<file path="src/rtl/fpu_ctrl_pkg.sv">
// Shared decode constants, decode result struct and controller state type
// for the FPU issue controller.
package fpu_ctrl_pkg;

    localparam logic [6:0] OP_FLW    = 7'b0000111;
    localparam logic [6:0] OP_FSW    = 7'b0100111;
    localparam logic [6:0] OP_FMADD  = 7'b1000011;
    localparam logic [6:0] OP_FMSUB  = 7'b1000111;
    localparam logic [6:0] OP_FNMSUB = 7'b1001011;
    localparam logic [6:0] OP_FNMADD = 7'b1001111;
    localparam logic [6:0] OP_FP     = 7'b1010011;

    // OP-FP groups whose destination is an integer register
    localparam logic [4:0] F5_FCMP   = 5'b10100;
    localparam logic [4:0] F5_FCVT_W = 5'b11000;
    localparam logic [4:0] F5_FMV_X  = 5'b11100;

    typedef struct packed {
        logic rd_fs1;
        logic rd_fs2;
        logic rd_fs3;
        logic wr_fd;
        logic supported;
    } decode_t;

    localparam logic [0:0] ST_RUN_ENC   = 1'b0;
    localparam logic [0:0] ST_DRAIN_ENC = 1'b1;

    typedef enum logic [0:0] {
        ST_RUN   = ST_RUN_ENC,
        ST_DRAIN = ST_DRAIN_ENC
    } state_e;

endpackage

</file>
<file path="src/rtl/fpu_issue_ctrl_decode.sv">
// Combinational RV32F decode: which FP registers an instruction reads and
// whether it writes an FP destination.
module fpu_instr_decode
    import fpu_ctrl_pkg::*;
(
    input  logic [31:0] instr,
    output decode_t     dec
);

    logic [6:0] opcode;
    logic [4:0] funct5;
    logic       unused_bits;

    assign opcode      = instr[6:0];
    assign funct5      = instr[31:27];
    assign unused_bits = ^{instr[26:7]};

    always_comb begin
        dec = '0;
        case (opcode)
            OP_FLW: begin
                dec.wr_fd     = 1'b1;
                dec.supported = 1'b1;
            end
            OP_FSW: begin
                dec.rd_fs2    = 1'b1;
                dec.supported = 1'b1;
            end
            OP_FMADD, OP_FMSUB, OP_FNMSUB, OP_FNMADD: begin
                dec.rd_fs1    = 1'b1;
                dec.rd_fs2    = 1'b1;
                dec.rd_fs3    = 1'b1;
                dec.wr_fd     = 1'b1;
                dec.supported = 1'b1;
            end
            OP_FP: begin
                dec.rd_fs1    = 1'b1;
                dec.rd_fs2    = 1'b1;
                dec.wr_fd     = !(funct5 == F5_FCMP || funct5 == F5_FCVT_W ||
                                  funct5 == F5_FMV_X);
                dec.supported = 1'b1;
            end
            default: dec = '0;
        endcase
    end

endmodule

</file>
<file path="src/rtl/fpu_issue_ctrl.sv">
// FPU issue controller: scoreboarded hazard check, id tracking, in-flight
// counting and flush/drain sequencing in front of an FPU pipeline model.
module fpu_issue_ctrl
    import fpu_ctrl_pkg::*;
#(
    parameter int unsigned PIPELINE_STAGES = 4,
    parameter int unsigned X_ID_WIDTH      = 4,
    parameter int unsigned NUM_REGS        = 32
) (
    input  logic                                   ck,
    input  logic                                   rst,
    input  logic                                   issue_valid,
    output logic                                   issue_ready,
    input  logic [31:0]                            issue_instr,
    input  logic [X_ID_WIDTH-1:0]                  issue_id,
    input  logic                                   flush,
    input  logic                                   fpu_ready,
    output logic                                   fpu_enable,
    output logic [31:0]                            fpu_instr,
    output logic [X_ID_WIDTH-1:0]                  fpu_id,
    input  logic                                   res_valid,
    input  logic [X_ID_WIDTH-1:0]                  res_id,
    output logic                                   illegal,
    output logic                                   spurious,
    output logic [$clog2(PIPELINE_STAGES+1)-1:0]   inflight,
    output logic                                   busy
);

    localparam int unsigned   CW           = $clog2(PIPELINE_STAGES + 1);
    localparam int unsigned   NUM_IDS      = 2 ** X_ID_WIDTH;
    localparam logic [CW-1:0] MAX_INFLIGHT = CW'(PIPELINE_STAGES);

    state_e              state;
    decode_t             dec;
    logic [NUM_REGS-1:0] pending;
    logic [NUM_IDS-1:0]  tbl_valid;
    logic [NUM_IDS-1:0]  tbl_wr;
    logic [4:0]          tbl_fd [NUM_IDS];

    logic [4:0]    fd, fs1, fs2, fs3;
    logic          hazard;
    logic          accept;
    logic          do_issue;
    logic          retire_hit;
    logic [CW-1:0] inflight_next;

    fpu_instr_decode u_decode (
        .instr (issue_instr),
        .dec   (dec)
    );

    assign fd  = issue_instr[11:7];
    assign fs1 = issue_instr[19:15];
    assign fs2 = issue_instr[24:20];
    assign fs3 = issue_instr[31:27];

    always_comb begin
        hazard = tbl_valid[issue_id];
        if (dec.rd_fs1 && pending[fs1]) hazard = 1'b1;
        if (dec.rd_fs2 && pending[fs2]) hazard = 1'b1;
        if (dec.rd_fs3 && pending[fs3]) hazard = 1'b1;
        if (dec.wr_fd  && pending[fd])  hazard = 1'b1;
    end

    // Flush wins over a coincident issue; rst gates the combinational outputs.
    assign issue_ready = rst && (state == ST_RUN) && !flush && !hazard &&
                         (inflight < MAX_INFLIGHT) &&
                         (fpu_ready || !dec.supported);
    assign accept      = issue_valid && issue_ready;
    assign do_issue    = accept && dec.supported;
    assign fpu_enable  = do_issue;
    assign fpu_instr   = issue_instr;
    assign fpu_id      = issue_id;
    assign retire_hit  = res_valid && tbl_valid[res_id];
    assign busy        = (inflight != '0) || (state == ST_DRAIN);

    always_comb begin
        inflight_next = inflight;
        if (do_issue && !retire_hit && inflight != MAX_INFLIGHT)
            inflight_next = inflight + CW'(1);
        else if (!do_issue && retire_hit && inflight != '0)
            inflight_next = inflight - CW'(1);
    end

    // Issue and retire can never target the same id or fd in one cycle
    // (both are hazards), so clear-then-set ordering is safe.
    always_ff @(posedge ck or negedge rst) begin
        if (!rst) begin
            pending   <= '0;
            tbl_valid <= '0;
            tbl_wr    <= '0;
            for (int unsigned i = 0; i < NUM_IDS; i++)
                tbl_fd[i] <= '0;
        end else begin
            if (retire_hit) begin
                tbl_valid[res_id] <= 1'b0;
                if (tbl_wr[res_id])
                    pending[tbl_fd[res_id]] <= 1'b0;
            end
            if (do_issue) begin
                tbl_valid[issue_id] <= 1'b1;
                tbl_wr[issue_id]    <= dec.wr_fd;
                tbl_fd[issue_id]    <= fd;
                if (dec.wr_fd)
                    pending[fd] <= 1'b1;
            end
        end
    end

    always_ff @(posedge ck or negedge rst) begin
        if (!rst) begin
            state    <= ST_RUN;
            inflight <= '0;
            illegal  <= 1'b0;
            spurious <= 1'b0;
        end else begin
            inflight <= inflight_next;
            illegal  <= accept && !dec.supported;
            spurious <= res_valid && !tbl_valid[res_id];
            case (state)
                ST_RUN:   if (flush) state <= ST_DRAIN;
                ST_DRAIN: if (inflight_next == '0) state <= ST_RUN;
                default:  state <= ST_RUN;
            endcase
        end
    end

endmodule
</file>
<file path="config.mk">
export PLATFORM = sky130hd
export DESIGN_NAME = fpu_issue_ctrl
export DESIGN_NICKNAME = d
export VERILOG_FILES = /design/src/rtl/fpu_ctrl_pkg.sv /design/src/rtl/fpu_issue_ctrl_decode.sv /design/src/rtl/fpu_issue_ctrl.sv
export SDC_FILE = /design/constraint.sdc
export NUM_CORES = 1
export LEC_CHECK = 0
export ABC_CLOCK_PERIOD_IN_PS = 2800
export BUFFER_PORTS_ARGS = -buffer_cell sky130_fd_sc_hd__buf_4
export CORE_MARGIN = 8
export CORE_UTILIZATION = 54
export CTS_CLUSTER_SIZE = 12
export DETAILED_ROUTE_END_ITERATION = 16
export HOLD_SLACK_MARGIN = 0.12
export PLACE_DENSITY = 0.85
export SLEW_MARGIN = 0
export SYNTH_ARGS = -nofsm -noshare
export SYNTH_HDL_FRONTEND = slang
export SYNTH_HIERARCHICAL = 1
export SYNTH_SLANG_ARGS = --single-unit
</file>
<file path="constraint.sdc">
create_clock -name ck -period 2.8 [get_ports ck]
set_input_delay 0.42 -clock ck [delete_from_list [all_inputs] [get_ports ck]]
set_output_delay 0.42 -clock ck [all_outputs]
set_load 0.02 [all_outputs]
</file>
* Yosys cells after proc, flatten, opt, wreduce, memory -nomap -nowiden
Index checks and enable logic that the tools add are counted.
** Storage, ports and cells
- Register bits :: 150
- Input bits :: 46
** Operators by class
- Add/subtract/negate cells :: 2
- Order comparisons :: 15
- Equal/unequal tests :: 11
- Mux-type cells :: 49
- Bitwise operators :: 9
- Reduce and logical (&&, ||, !) cells :: 41
** Operators with widths (number)
- 32-bit two-way mux :: 4
- 80-bit bitwise mux :: 1
- 7-bit == test, second input constant :: 5
- 32-bit bitwise AND :: 1
- 16-bit two-way mux :: 2
- 32-bit inverter :: 1
- 32-bit bitwise OR :: 1
- 5-bit by 6-bit less-than comparator with 1-bit output, second input constant :: 5
- 1-bit logical AND :: 23
- 1-bit two-way mux :: 21
- 1-bit binary-select mux with 5-bit select :: 4
- 5-bit binary-select mux with 4-bit select :: 1
- 5-bit demux with 4-bit select :: 1
- 16-bit bitwise AND :: 1
- 16-bit bitwise mux :: 1
- 16-bit inverter :: 1
- 16-bit bitwise OR :: 1
- 5-bit == test, second input constant :: 3
- 5-bit two-way mux :: 3
- 1-bit binary-select mux with 4-bit select :: 3
- 1-bit demux with 5-bit select :: 2
- 5-bit by 1-bit greater-or-equal comparator with 1-bit output, second input constant :: 2
- 5-bit greater-or-equal comparator, second input constant :: 2
- 4-bit by 5-bit less-than comparator with 1-bit output, second input constant :: 2
- other kinds (21) :: 36

* Logic depth before layout (Yosys ltp)
Gate-level depths: netlist (run 1).
- Depth in word-level cells :: 22
- Depth in mapped cells :: 12

* Modules after synthesis
The synthesis (run 1) kept the hierarchy.
** By module, submodules not included
- fpu_issue_ctrl :: instances 1, cells an instance 657, area each 8428.1 sq um
- fpu_instr_decode :: instances 1, cells an instance 21, area each 138.9 sq um

* Worst setup path before layout (run 1)
No wires, ideal clock.
- Path kind :: in2reg
- Start point :: input issue_instr[7]
- End point :: register tbl_fd[40] (netlist bit)
- Setup time :: 0.125 ns
- Data arrival time :: 3.112 ns
- Required time :: 2.675 ns
- Setup slack :: -0.436 ns
- Stages on the path :: 10
- Cell sequence :: clkbuf_1 > mux4_2 > a221oi_1 > o211a_1 > o21ba_2 > nor4b_4 > buf_6 > nand3b_2 > nor2_1 > mux2_2
** Between the ends
- Longest elaborated chain between the ends :: 10
** Ends and longest elaborated chain
- start, declared :: line fpu_issue_ctrl.sv:14 : input logic [31:0] issue_instr,
- 1-bit binary-select mux with 5-bit select :: line fpu_issue_ctrl.sv:62 : if (dec.wr_fd && pending[fd]) hazard = 1'b1;
- 1-bit two-way mux (not written as such) :: line fpu_issue_ctrl.sv:62
- 1-bit logical AND :: line fpu_issue_ctrl.sv:62
- 1-bit two-way mux :: line fpu_issue_ctrl.sv:62
- 1-bit zero test :: line fpu_issue_ctrl.sv:66 : assign issue_ready = rst && (state == ST_RUN) && !flush && !hazard &&
- 1-bit logical AND (2 in series) :: line fpu_issue_ctrl.sv:66
- 1-bit logical AND :: line fpu_issue_ctrl.sv:67 : (inflight < MAX_INFLIGHT) &&
- 1-bit logical AND :: line fpu_issue_ctrl.sv:69 : assign accept = issue_valid && issue_ready;
- 1-bit logical AND :: line fpu_issue_ctrl.sv:70 : assign do_issue = accept && dec.supported;
- end, declared :: line fpu_issue_ctrl.sv:38 : logic [4:0] tbl_fd [NUM_IDS];
Several ways; a longest one is shown, not always the timed one. The select of a mux whose other input is x is not followed.
A chain may end at the register's enable or synchronous reset.

* Final worst setup path (run 1)
- Start point :: register tbl_valid[10]
- End point :: register state
** Between the ends
- Longest elaborated chain between the ends :: 20
** Ends and longest elaborated chain
- start, declared :: line fpu_issue_ctrl.sv:36 : logic [NUM_IDS-1:0] tbl_valid;
- start signal, assigned :: line fpu_issue_ctrl.sv:90 : tbl_valid <= '0;
- start signal, assigned by index :: line fpu_issue_ctrl.sv:96 : tbl_valid[res_id] <= 1'b0;
- start signal, assigned by index :: line fpu_issue_ctrl.sv:101 : tbl_valid[issue_id] <= 1'b1;
- 1-bit binary-select mux with 4-bit select :: line fpu_issue_ctrl.sv:58 : hazard = tbl_valid[issue_id];
- 1-bit two-way mux (not written as such) :: line fpu_issue_ctrl.sv:58
- 1-bit two-way mux :: line fpu_issue_ctrl.sv:59 : if (dec.rd_fs1 && pending[fs1]) hazard = 1'b1;
- 1-bit two-way mux :: line fpu_issue_ctrl.sv:60 : if (dec.rd_fs2 && pending[fs2]) hazard = 1'b1;
- 1-bit two-way mux :: line fpu_issue_ctrl.sv:61 : if (dec.rd_fs3 && pending[fs3]) hazard = 1'b1;
- 1-bit two-way mux :: line fpu_issue_ctrl.sv:62
- 1-bit zero test :: line fpu_issue_ctrl.sv:66
- 1-bit logical AND (2 in series) :: line fpu_issue_ctrl.sv:66
- [... 3 more ...]
- 1-bit zero test :: line fpu_issue_ctrl.sv:81 : else if (!do_issue && retire_hit && inflight != '0)
- 1-bit logical AND (2 in series) :: line fpu_issue_ctrl.sv:81
- 3-bit two-way mux :: line fpu_issue_ctrl.sv:81
- 3-bit two-way mux (*) :: line fpu_issue_ctrl.sv:79 : if (do_issue && !retire_hit && inflight != MAX_INFLIGHT)
- named net inflight_next[1] :: line fpu_issue_ctrl.sv:45 : logic [CW-1:0] inflight_next;
- 3-bit zero test (*) :: line fpu_issue_ctrl.sv:122 : ST_DRAIN: if (inflight_next == '0) state <= ST_RUN;
- 1-bit two-way mux (*) :: line fpu_issue_ctrl.sv:122
- 1-bit case mux with 2 select lines (*) :: line fpu_issue_ctrl.sv:120 : case (state)
- end signal, assigned :: line fpu_issue_ctrl.sv:121 : ST_RUN: if (flush) state <= ST_DRAIN;
- end signal, assigned :: line fpu_issue_ctrl.sv:122
- end signal, assigned :: line fpu_issue_ctrl.sv:123 : default: state <= ST_RUN;
- end, declared :: line fpu_issue_ctrl.sv:33 : state_e state;
Mark *: on every way through the listed nets, which the timed path passes. The rest lies on a longest branch. The select of a mux whose other input is x is not followed.

==> flow_summary.toml, run 1 <==
[detailed_routing]
drt_iter0_markers = 932
drt_wl_total_um = 30100
avgRoutedWirePerCell_um = 28.1
ant_nets = 0
avgViaCountPerCell = 6.92
drc = 0
vias = 7432
dr.pass1.iters = 5

[sta]
rsz0062_at_grt = "yes"
final.setup.tns_ps = -43300
min_period_over_period = 1.16
setup_viol = 149
slew_headroom = 0.449
hold_viol_final = 0
finalWorstSetupSlack_ps = -462
worstMarginPinSlew_ps = 826
finalCriticalPeriod_ps = 3260
skew_ps = 10.6
fmax_ghz = 0.307
report.final.slew_viol_count = 0

[global_routing]
antenna_found_initial = 0
grt_max_degree = 151
grt_pass1_wl_um = 42000
grt_pass1_vias = 7662
grtUsageTotal = 0.272
gr-total-overflow = 0

[cells_and_area]
nets = 894
area_growth_syn_to_layout_pct = 35.3
fin_util = 0.738
seq_area_mm2 = 0.00375
multi_input_area_mm2 = 0.00501
n_antenna_cell = 0
fill_cells = 880
drive_gt1_frac = 0.578

[place]
port_buffers = 79
gp_congestion = 0.939
hpwlAfterDp_um = 17300

[setup_path]
required_ps = 3100
r2r_end = "state$_DFF_PN0_"
crit-reg2reg-launch = "tbl_valid[10]$_DFF_PN0_"
cp_max_fo = 2
r2r_cells = 8
worst-setup-path-type = "register to register"
rrSetupSlack_ps = -460
endpoint_kind = "register"
critical_path.startpoint_type = "register"
cp.arrival_ps = 3570

[synthesis]
syn_area_mm2 = 0.00857
synthTopCellsByArea = "dfrtp_1 44%, mux4_2 17%, mux2_2 13%"
synth_edf_count = 0
synth_top_area_share = 0.438
synth_nets = 727
synth_top_cell_by_area = "dfrtp_1"
synth-async-reset-ratio = 1.00
ys_top_cells_by_count = "150 x dfrtp_1, 101 x mux2_2, 89 x o21ai_0"
ys.flop_type = "dfrtp_1"
ys_types = 60
syn_area_per_cell_um2 = 12.6
synth_seq_cells = 150
synth.most_common_cell = "dfrtp_1"
yosys_warnings = 6
syn_inst = 678
yosysSeqAreaShare = 0.438

[die]
coreArea_mm2 = 0.0157
dieArea_mm2 = 0.0202
fp.dieW_um = 142
ios = 90
start_util = 0.545
fp-row-count = 46
die_h_um = 142

[power_and_ir_drop]
ir_drop_v = 0.000399
p_leak_nw = 5.31
power_density_mw_per_mm2 = 452

[clock_tree]
ctsLongestPathBuffers = 2
clkLatencyLatePin_ps = 430
clkTransAtPathRegs_ps = 70
htree_levels = 4
cts_root_buf = "clkbuf_16"
cts_tree = "yes"
numClockSinks = 150
cts_buffers = 17
cts_hold_buf = 0

[run_status]
violations = "setup timing"
status = "finished with violations"

[run]
timing.max_cap.violations = 0

[hold_path]
hold_path.class = "input pin to asynchronous set/reset pin"
## timing repair
| action | in CTS | in global routing |
|---|---|---|
| endpoints found under the setup margin | 145 | 150 |
| gates resized for setup | 98 | 101 |
| pin swaps | 15 | 13 |
| buffers inserted | 7 | 7 |
## cell usage in the layout, fill, tap and decap left out, types with 5 or more instances in the layout
| cell type | n |
|---|---|
| mux2_2 | 22 |
| o22ai_1 | 5 |
| nand2b_1 | 8 |
| o21ai_2 | 35 |
| bufinv_16 | 5 |
| o21ai_0 | 49 |
| buf_4 | 185 |
| buf_6 | 28 |
| mux2i_1 | 20 |
| mux2_4 | 79 |
| inv_1 | 10 |
| clkbuf_16 | 17 |
| nor2_4 | 13 |
| nor2_1 | 14 |
| nor2b_1 | 10 |
| nand3b_1 | 10 |
| dfrtp_1 | 149 |
| nand2_1 | 23 |
| buf_12 | 5 |
| mux4_2 | 64 |
| or3_1 | 8 |
## worst max-delay path, stage by stage (launching register included)
cell and delay, ps:
dfrtp_1 460, mux4_2 510, mux2_2 280, a211o_1 340, nor4_1 320, and2_1 260
o221ai_1 190, or3_1 410, o41a_1 370
## registers in the layout (all words and copies together), names as in the netlist
name	cells
tbl_fd	80
pending	32
tbl_valid	16
tbl_wr	16
inflight	3
illegal	1
spurious	1
state	1
## stage by stage
step / cell area (µm²) / std cells / power (mW) / setup slack, ps / hold slack [ps]
floorplan: 8800 / 678 / 2.48 / -214 / 124
global placement: 10200 / 1032 / 2.67 / -526 / 483
detailed placement: 10200 / 1032 / 2.68 / -620 / 491
CTS: 11300 / 1071 / 5.21 / -364 / 194
global route: 11600 / 1074 / 5.36 / -531 / 215
finish: 11600 / 1074 / 5.24 / -462 / 95.9
## kinds of logic (layout without fill, tap and decap cells)
logic type | Yosys count | count (layout) | synth area share
multiplexers | 187 | 187 | 0.327
flip-flops | 150 | 150 | 0.438
AND/OR/NAND/NOR | 130 | 130 | 0.0910
AO/OA/AOI/OAI | 123 | 123 | 0.0837
buffers and inverters | 84 | 264 | 0.0551
adder cells (fa/ha/maj) | 3 | 3 | 0.00438
XOR/XNOR | 1 | 1 | 0.00102
## final cells by class
type,instances,share of cell area
timing repair buffer,222,0.161
tap,216,0.0233
sequential,150,0.324
inverter,10,0.00324
clock inverter,13,0.0189
multi-input combinational,444,0.432
clock buffer,19,0.0373
## report_power, final
group / internal (mW) / switching, mW / total (mW) / leakage [nW]
Combinational: 0.202 / 0.306 / 0.508 / 2.91
Sequential: 2.17 / 0.00624 / 2.18 / 2.08
Clock: 1.60 / 0.957 / 2.56 / 0.318
## layer usage
metal,track usage,part of all wire,up-vias
li1,-,-,2867
met1,0.314,0.35,3690
met2,0.454,0.48,649
met3,0.0704,0.10,226
met4,0.157,0.072,0
met5,0,0,-
## worst max-delay path by stage
| stage | start | endpoint | slack [ps] | cells past startpoint |
|---|---|---|---|---|
| finish | tbl_valid[10]$_DFF_PN0_ | state$_DFF_PN0_ | -460 | 8 |
| global route | tbl_valid[10]$_DFF_PN0_ | state$_DFF_PN0_ | -530 | 8 |
| CTS | pending[19]$_DFF_PN0_ | tbl_wr[10]$_DFFE_PN0P_ | -360 | 13 |
| detailed placement | issue_instr[20] | state$_DFF_PN0_ | -620 | 11 |
| global placement | issue_instr[20] | state$_DFF_PN0_ | -530 | 11 |
| floorplan | issue_instr[15] | tbl_fd[65]$_DFFE_PN0P_ | -210 | 11 |
(Power assumes the default switching activity.)
==> run 2: changes to the inputs <==
Settings changed: CELL_PAD_IN_SITES_DETAIL_PLACEMENT set to 1, CELL_PAD_IN_SITES_GLOBAL_PLACEMENT set to 1, CORE_ASPECT_RATIO set to 0.6, CORE_UTILIZATION 54 to 44.
==> run 2 against run 1 <==
  * The run still ends with setup timing left
  * Die area rose by 21%
  * Utilization fell by 12 points
  * Non-clock buffer count rose by 11
  * Critical path type unchanged
  * Wire length rose by 19%
  * Largest power group unchanged
  * Sequential power barely moved
  * Clock-buffer cell count rose by 1
==> flow_summary.toml, run 2 (synthesized netlist as in run 1, its figures left out) <==
[clock_tree]
cts_tree = "yes"
numClockSinks = 150
ctsLongestPathBuffers = 2
htree_levels = 4
cts_root_buf = "clkbuf_16"
clkLatencyLatePin_ps = 450
cts_buffers = 17
clkTransAtPathRegs_ps = 70

[run_status]
violations = "setup timing"
status = "finished with violations"

[power_and_ir_drop]
power_density_mw_per_mm2 = 441
total_power_mw = 5.23
p_leak_nw = 5.36
ir_drop_v = 0.000405

[cells_and_area]
area_growth_syn_to_layout_pct = 38.3
drive_gt1_frac = 0.603
mostFrequentLayoutCells = "193 x buf_4, 135 x dfrtp_1, 86 x mux2_4, 64 x mux4_2, 51 x o21ai_0"
fill_cells = 1840
instances_no_fill = 1134
layout_commonest_cell = "buf_4"
top_regs = "tbl_fd: 80 flops, pending: 32 flops"
fin_util = 0.621
n_antenna_cell = 0
nets = 905
regMostFlops = "tbl_fd"
largest_register_ffs = 80

[setup_path]
critical_path.startpoint_type = "register"
endpoint_kind = "register"
required_ps = 3120
cp_max_fo = 6
worst-setup-path-type = "register to register"
cp.arrival_ps = 3590

[place]
port_buffers = 79
placed_cells = 1084
hpwlAfterDp_um = 22400
post-place-ws_ps = -658
gp_congestion = 0.953

[sta]
fmax_ghz = 0.306
rsz0062_at_grt = "yes"
finalCriticalPeriod_ps = 3270
min_period_over_period = 1.17
setup_viol = 143
hold_viol_final = 0
finalWorstSetupSlack_ps = -469
worstMarginPinSlew_ps = 891
slew_headroom = 0.406
report.final.slew_viol_count = 0
skew_ps = 11.8

[hold_path]
hold_path.class = "input pin to asynchronous set/reset pin"

[die]
ios = 90
die_h_um = 124
fp-row-count = 39
dieArea_mm2 = 0.0243
start_util = 0.449
coreArea_mm2 = 0.0191
fp.dieW_um = 196

[run]
timing.max_cap.violations = 0

[detailed_routing]
vias = 7404
drc = 0
avgViaCountPerCell = 6.53
drt_wl_total_um = 35900
drt_iter0_markers = 842
dr.pass1.iters = 5
avgRoutedWirePerCell_um = 31.6
ant_nets = 0

[global_routing]
gr-total-overflow = 0
grt_pass1_vias = 8238
grt_pass1_wl_um = 52400
grt_max_degree = 151
antenna_found_initial = 0
grtUsageTotal = 0.290
run 2: timing repair:
item / 4_1_cts / 5_1_grt
gates resized for setup: 178 / 46
cloned: 0 / 0
endpoints found under the setup margin: 146 / 148
setup buffers: 14 / 8
hold buffers: 0 / 0
pin swaps: 16 / 10
run 2: worst max-delay path: stages (launching register included):
cell and delay, ps:
dfrtp_2 470, mux4_2 490, nor2b_1 150, a31oi_1 200, o211a_1 310, o21ba_4 180
nor4b_4 230, buf_6 170, nand3b_1 120, buf_6 180, nor3_4 140, buf_6 180
mux2_4 310
run 2: final timing paths:
kind | startpoint | to | slack, ps | cells after the start
min reg2reg | tbl_fd[9]$_DFFE_PN0P_ | tbl_fd[9]$_DFFE_PN0P_ | 510 | 1
min in group ck | issue_valid | illegal$_DFF_PN0_ | 270 | 2
max in group asynchronous | rst | pending[5]$_DFF_PN0_ | 1960 | 2
max | pending[28]$_DFF_PN0_ | tbl_fd[39]$_DFFE_PN0P_ | -470 | 12
min | rst | illegal$_DFF_PN0_ | 60 | 2
max reg2reg | pending[28]$_DFF_PN0_ | tbl_fd[39]$_DFFE_PN0P_ | -470 | 12
run 2: stage by stage:
step,TNS (ps),cell area (µm²),hold slack (ps)
finish,-49880,11800,61.9
global route,-56660,11800,151
CTS,-30860,11700,144
detailed placement,-73780,10300,495
global placement,-59850,10300,484
floorplan,-12570,8800,124
run 2: layout make-up:
cell class	count	area, µm²	share of cell area
flip-flops and latches	150	3770	0.318
repair buffers	233	2010	0.170
multi-input cells	444	5070	0.428
clock inverters	11	171	0.0145
clock buffers	20	447	0.0377
inverters	10	37.5	0.00317
well taps	266	333	0.0281
run 2: power by group:
| group | internal, mW | switching [mW] |
|---|---|---|
| clock | 1.52 | 0.996 |
| combinational | 0.209 | 0.324 |
| sequential | 2.17 | 0.00654 |
| total | 3.90 | 1.33 |
run 2: routing by layer:
metal | up-vias | GRT usage | wire length [µm]
met5 | - | 0 | 0
met4 | 0 | 0.116 | 1430
met3 | 138 | 0.107 | 3750
met2 | 508 | 0.479 | 17000
met1 | 3864 | 0.346 | 13700
li1 | 2894 | - | -
